$ cat config.mk
export PLATFORM = sky130hd
export DESIGN_NAME = hwa
export DESIGN_NICKNAME = d
export VERILOG_FILES = /design/src/rtl/hwa.sv
export SDC_FILE = /design/constraint.sdc
export NUM_CORES = 1
export LEC_CHECK = 0
export ABC_CLOCK_PERIOD_IN_PS = 8400
export BUFFER_PORTS_ARGS = -buffer_cell sky130_fd_sc_hd__clkbuf_2
export CORE_AREA = 8 8 165 167
export DETAILED_ROUTE_END_ITERATION = 6
export DIE_AREA = 0 0 173 175
export PLACE_DENSITY = 0.75
export SETUP_SLACK_MARGIN = 0.4
export SLEW_MARGIN = 25
export SYNTH_ARGS = -nofsm -noshare
export SYNTH_HDL_FRONTEND = slang
export SYNTH_SLANG_ARGS = --single-unit
export TNS_END_PERCENT = 30
$ cat constraint.sdc
create_clock -name clock_d -period 8.4 [get_ports clock_d]
set_input_delay 1.68 -clock clock_d [delete_from_list [all_inputs] [get_ports clock_d]]
set_output_delay 1.68 -clock clock_d [all_outputs]
set_load 0.05 [all_outputs]
$ cat src/rtl/hwa.sv
// Purpose : stochastic-computing 19-tap low-pass FIR on a 12-bit unsigned sample stream.
// Latency : result for a sample window appears 4096 clock_d cycles after the strobe that opened it.
// Backpr. : none; the source sets the rate through clock_s and the consumer latches out on done.
//
// Ports:
//   clock_d  digital clock; every register updates on its rising edge
//   reset    synchronous active-high reset
//   in       unsigned sample, captured on a clock_s rising edge
//   clock_s  sampling strobe level, synchronous to clock_d
//   out      filtered sample, held between updates
//   done     one-cycle pulse when out is updated
module hwa #(
  parameter int N     = 12,
  parameter int ORDER = 18
) (
  input  logic         clock_d,
  input  logic         reset,
  input  logic [N-1:0] in,
  input  logic         clock_s,
  output logic [N-1:0] out,
  output logic         done
);

  localparam int TAPS = ORDER + 1;
  localparam int SELW = $clog2(TAPS);

  // Tap weights: tap 0 is slightly lighter so the set sums to exactly 2^N.
  function automatic logic [N:0] coef(input int k);
    return (k == 0) ? (N+1)'(208) : (N+1)'(216);
  endfunction

  // Cumulative weight bound C_k = coef(0) + ... + coef(k).
  function automatic logic [N:0] cbound(input int k);
    logic [N:0] s;
    s = '0;
    for (int i = 0; i <= k; i++) s = s + coef(i);
    return s;
  endfunction

  logic [N-1:0] x [TAPS];
  logic         s_q;
  logic         strobe;
  logic [N-1:0] l_sel;
  logic [N-1:0] l_cmp;
  logic         fb_sel;
  logic         fb_cmp;
  logic [SELW-1:0] sel;
  logic         b;
  logic [N:0]   cnt;
  logic [N-1:0] ph;
  logic         active;
  logic [N:0]   cnt_next;
  logic [N-1:0] out_sat;

  assign strobe = clock_s & ~s_q;

  // Fibonacci feedback: x^12+x^11+x^10+x^4+1 and x^12+x^6+x^4+x+1.
  // Both include the top tap, so the state map is invertible and a non-zero
  // seed never reaches the all-zero lock-up state.
  assign fb_sel = l_sel[11] ^ l_sel[10] ^ l_sel[9] ^ l_sel[3];
  assign fb_cmp = l_cmp[11] ^ l_cmp[5]  ^ l_cmp[3] ^ l_cmp[0];

  // Smallest k with l_sel < C_k; scanning downward leaves the smallest winner.
  // C_ORDER = 2^N exceeds every l_sel value, so the last tap is the fallback.
  always_comb begin
    sel = SELW'(TAPS - 1);
    for (int k = TAPS - 1; k >= 0; k--) begin
      if ({1'b0, l_sel} < cbound(k)) sel = SELW'(k);
    end
  end

  // One stream bit: selected tap compared against an independent uniform value.
  assign b = (x[sel] > l_cmp);

  assign cnt_next = cnt + {{N{1'b0}}, b};
  // A full window of ones gives 2^N, one past the output range.
  assign out_sat  = cnt_next[N] ? {N{1'b1}} : cnt_next[N-1:0];

  always_ff @(posedge clock_d) begin
    if (reset) begin
      for (int k = 0; k < TAPS; k++) x[k] <= '0;
      s_q    <= 1'b0;
      l_sel  <= 12'hACE;
      l_cmp  <= 12'h5A5;
      cnt    <= '0;
      ph     <= '0;
      active <= 1'b0;
      out    <= '0;
      done   <= 1'b0;
    end else begin
      s_q   <= clock_s;
      l_sel <= {l_sel[N-2:0], fb_sel};
      l_cmp <= {l_cmp[N-2:0], fb_cmp};
      done  <= 1'b0;

      if (active) begin
        cnt <= cnt_next;
        ph  <= ph + 1'b1;
        if (ph == {N{1'b1}}) begin
          out    <= out_sat;
          done   <= 1'b1;
          active <= 1'b0;
        end
      end

      // A strobe overrides the accumulator update: the final-edge result has
      // already been captured above, and any unfinished window is dropped.
      if (strobe) begin
        x[0] <= in;
        for (int k = 1; k < TAPS; k++) x[k] <= x[k-1];
        cnt    <= '0;
        ph     <= '0;
        active <= 1'b1;
      end
    end
  end

endmodule

# Word-level counts from Yosys, hierarchy flattened
# Memory sizes are Yosys's and may differ from the RTL's.
# Cells that the tools add are included.
# classes
n_mux,47
eq_ne,1
n_reduce_logical,3
n_addsub,2
bitwise_logic,28
order_cmp,19
# ops
operator,n
$mux 12,20
$lt 12x12->1 const B,9
$mux 5,17
$lt 12x11->1 const B,5
$lt 12x10->1 const B,2
$or 1x1->1,19
$add 13x1->13,1
$add 12x1->12 const B,1
$eq 12x12->1 const B,1
$gt 12x12->1,1
$lt 12x8->1 const B,1
$lt 12x9->1 const B,1
$mux 1,9
$xor 1x1->1,6
$reduce_or 2->1,2
$mux 2,1
$not 1->1,2
$reduce_and 2->1,1
$and 1x1->1,1
# totals
mem_bits_rw,228
out_inout_bits,13
mem_count,1
word_cells,109
regBits,64
# memory_table
memory,depth,word_bits,read_ports,rd_ports_with_merged_regs,write_ports,line_no,text
x,19,12,19,0,19,40,logic [N-1:0] x [TAPS];

# Longest topological paths before layout
# An unclocked memory read counts as a cell.
# logic_depth
word_depth,23
mapped_depth,33
depth_no_buf,29

# Worst setup path after synthesis
# Ideal clock, no wire load.
# synth_timing
kind,input to register
from,input clock_s
to,memory x[0][0] (enable)
arrival_time_ns,8.269
slack_ns,-0.550
setup_ns,0.681
cell_stages,3
t_required_ns,7.719
path_buffers,1
cell_sequence,nand2b_1 > nand2_1 > clkbuf_1
# synth_rtl
element,line_no,text
from (decl),19,"input logic clock_s,"
to (decl),40,

# Worst setup path in the final report
# layout_timing
from,register l_sel[8]
to,register out[8]
# layout_via
elab_chain_len,23
# layout_lines
element,line_no,text
from (decl),43,logic [N-1:0] l_sel;
from (signal assigned),92,"l_sel <= {l_sel[N-2:0], fb_sel};"
$lt 12x12->1,68,"if ({1'b0, l_sel} < cbound(k)) sel = SELW'(k);"
$mux 2,68,
$mux 5 (16 in a row),68,
$mux 5 (*),68,
$mem_v2 19x12 (*),-,
$gt 12x12->1 (*),73,assign b = (x[sel] > l_cmp);
$add 13x1->13 (*),75,"assign cnt_next = cnt + {{N{1'b0}}, b};"
$mux 12 (*),77,assign out_sat = cnt_next[N] ? {N{1'b1}} : cnt_next[N-1:0];
to (signal assigned),100,out <= out_sat;
to (decl),20,"output logic [N-1:0] out,"
# Mark *: on every way between the ends. The rest lies on a longest branch, timed or not.
# A chain may end at the register's enable or synchronous reset.

==> metrics.cfg <==
[run_status]
run_status = complete, no violations

[cells_and_area]
layoutNonFillerInstCount = 1488
mostFrequentLayoutCells = 228 x edfxtp_1, 218 x and2_1, 118 x mux2i_1, 64 x nor2_1, 64 x dfxtp_1
drive_gt1_frac = 0.0864
n_antenna_cell = 0
nets = 1172
commonest_non_fill_non_tap_cell_in_the_layout = edfxtp_1
synthToLayoutAreaGrowth_pct = 9.09

[synth]
synthesized_nets = 1173
synth-edff-count = 228
share_of_synthesized_flip_flops_with_an_asynchronous_set_or_reset = 0
yosys.cell_types.count = 60
synth_top_flop_cell = edfxtp_1
postSynthAreaPerCell_sq_um = 12.1
syn_inst = 1139
synth.ff_latch_count = 292
yosysSeqAreaShare = 0.591
mappedNetlistArea_sq_mm = 0.0137
count_of_yosys_warnings_during_synthesis = 0

[clock_network]
cts_inserted_buffers = 31
clock_sinks = 292
clk_transition_reported_paths_ns = 0.06
post_cts.resized_instances = 0
cts_max_path_buffers = 3
clock_tree_from_tritoncts = yes
cts.htree.levels = 1
post_cts_setup_inserts = 0
holdBufCountCts = 0
clock_tree.root_cell = clkbuf_16
clk_latency_ns = 0.55

[sta]
final_critical_path_required_period_ns = 7.24
final.setup_skew_ns = 0.0113
maxSlewViolCount = 0
slew-limit-headroom = 0.348
max_slew.worst_pin.slew_ns = 0.978
final_min_period_over_clock_period = 0.862
rsz0062_at_grt = false
setup_viol_count_final = 0
max_freq_mhz = 138
fin_tns_setup_ns = 0
finalHoldViolCount = 0

[worst_setup_path]
start_to_end_type_of_the_worst_setup_path = reg2reg
slowest_stage = nand2_4
startpoint_type = flip-flop
rrSetupSlack_ns = 1.16
critPathRequiredTime_ns = 8.83
critical-path-max-stage-delay_ns = 0.72
endpoint_kind = flip-flop
worst-endpoint-arrival_ns = 7.68
path_common_cell = and3_1
path_buf_inv = 2
worst_path_dominant_cell_family = simple AND/OR/NAND/NOR gates
biggest_fanout_along_the_worst_timing_path = 68

[route]
detail_route.first_pass.iterations = 7
wl_per_cell_microns = 17.1
drc = 0
final_antenna_net_count = 0
route.vias.total = 8313
vias_per_inst = 5.59
postRouteWirelength_mm = 25.5
detailedRoute.firstIterationViolations = 619

[min_path]
min_delay_path_class = reg2reg

[power_and_ir_drop]
power.static_leakage_nw = 6.04
total_power_of_the_final_layout_mw = 3.41
vdd.ir_drop.worst_mv = 0.179
power_per_cell_area_mw_per_mm2 = 227

[floorplanning]
design.portCount = 28
placement_rows = 58
die-height_microns = 175
floorplan_core_area_sq_mm = 0.0247
dieArea_sq_mm = 0.0303
initial_utilization = 0.557
die-width_microns = 173

[placement]
gp_congestion = 0.871
count_of_input_and_output_buffers = 27
dp_hpwl_mm = 14.9
placed_cells = 1435

[grt]
total_global_routing_overflow = 0
global_router_s_overall_resource_usage = 0.165
grt_antenna_before_repair = 0
grt_max_degree = 167
grt_first_pass_wirelength_mm = 41.9
grt_pass1_vias = 8169

[flow_run]
maxCapViolations = 0

## stage by stage
stage / utilization / cell area (sq um) / setup WS [ns] / hold WS, ns
2_1_floorplan: - / 13800 / 2.61 / 0.389
3_3_place_gp: 0.571 / 14100 / 1.52 / 0.392
3_5_place_dp: 0.571 / 14100 / 1.29 / 0.396
4_1_cts: 0.608 / 15000 / 1.23 / 0.410
5_1_grt: 0.608 / 15000 / 0.567 / 0.429
6_report: 0.608 / 15000 / 1.16 / 0.408
## synthesized netlist by cell type (all sizes together) (2+ instances only)
master / n / area (sq um)
o22ai: 12 / 75.1
xor2: 22 / 193
buf: 33 / 221
mux2i: 118 / 1180
o2111ai: 2 / 17.5
nor2: 65 / 244
mux2: 4 / 45.0
a211oi: 39 / 293
o21ai: 25 / 125
and4: 2 / 17.5
a21o: 5 / 37.5
a21oi: 41 / 205
a221o: 2 / 20.0
a211o: 2 / 17.5
nand4: 11 / 68.8
xnor2: 15 / 131
ha: 19 / 238
nor3: 17 / 85.1
a2111oi: 2 / 17.5
dfxtp: 64 / 1280
and3: 12 / 75.1
o211ai: 5 / 42.5
nand2: 39 / 146
and2: 218 / 1360
inv: 22 / 82.6
nand3: 6 / 30.0
or2: 4 / 25.0
a21boi: 2 / 15.0
nand2b: 3 / 18.8
nand3b: 2 / 15.0
clkbuf: 41 / 158
o311a: 2 / 20.0
a31oi: 3 / 25.0
nor2b: 37 / 231
edfxtp: 228 / 6850
nor3b: 2 / 20.0
## registers in the layout (all words and copies together), names as in the netlist
signal / flops
active: 1
cnt: 13
done: 1
l_cmp: 12
l_sel: 12
out: 12
ph: 12
s_q: 1
x: 228
## kinds of logic (layout without fill, tap and decap cells)
group / Yosys count / in the layout / share of synthesized area
AO/OA/AOI/OAI: 152 / 152 / 0.0733
XOR/XNOR: 37 / 37 / 0.0236
adder cells (fa/ha/maj): 19 / 19 / 0.0173
buffers and inverters: 96 / 115 / 0.0336
flip-flops: 292 / 292 / 0.591
multiplexers: 122 / 122 / 0.0892
AND/OR/NAND/NOR: 421 / 421 / 0.172
## power breakdown
group | internal [mW] | switching [mW] | leakage [nW]
Combinational | 0.187 | 0.274 | 2.58
Sequential | 1.65 | 0.0520 | 3.00
Clock | 0.706 | 0.538 | 0.451
## metal layers
layer | track usage | wire, microns | share of wire | vias up
met1 | 0.228 | 12100 | 0.48 | 4064
met4 | 0.0496 | 556 | 0.022 | 0
met2 | 0.263 | 11800 | 0.46 | 150
met3 | 0.0263 | 1060 | 0.041 | 49
met5 | 0 | 0 | 0 | -
li1 | - | - | - | 4050
## final cells by class
cell class	count	area (sq um)
Clock buffer	35	801
Clock inverter	18	111
Fill cell	1977	9670
Inverter	22	82.6
Multi-Input combinational cell	751	5210
Sequential cell	292	8130
Tap cell	330	413
Timing Repair Buffer	40	258
## path summary, 6_finish.rpt
path	end	start	cells past startpoint
worst max register to register	out[8]	l_sel[8]	27
worst min register to register	l_sel[3]	l_sel[2]	1
worst min-delay path	l_sel[3]	l_sel[2]	1
worst max-delay path	out[8]	l_sel[8]	27
(Power assumes the default switching activity.)
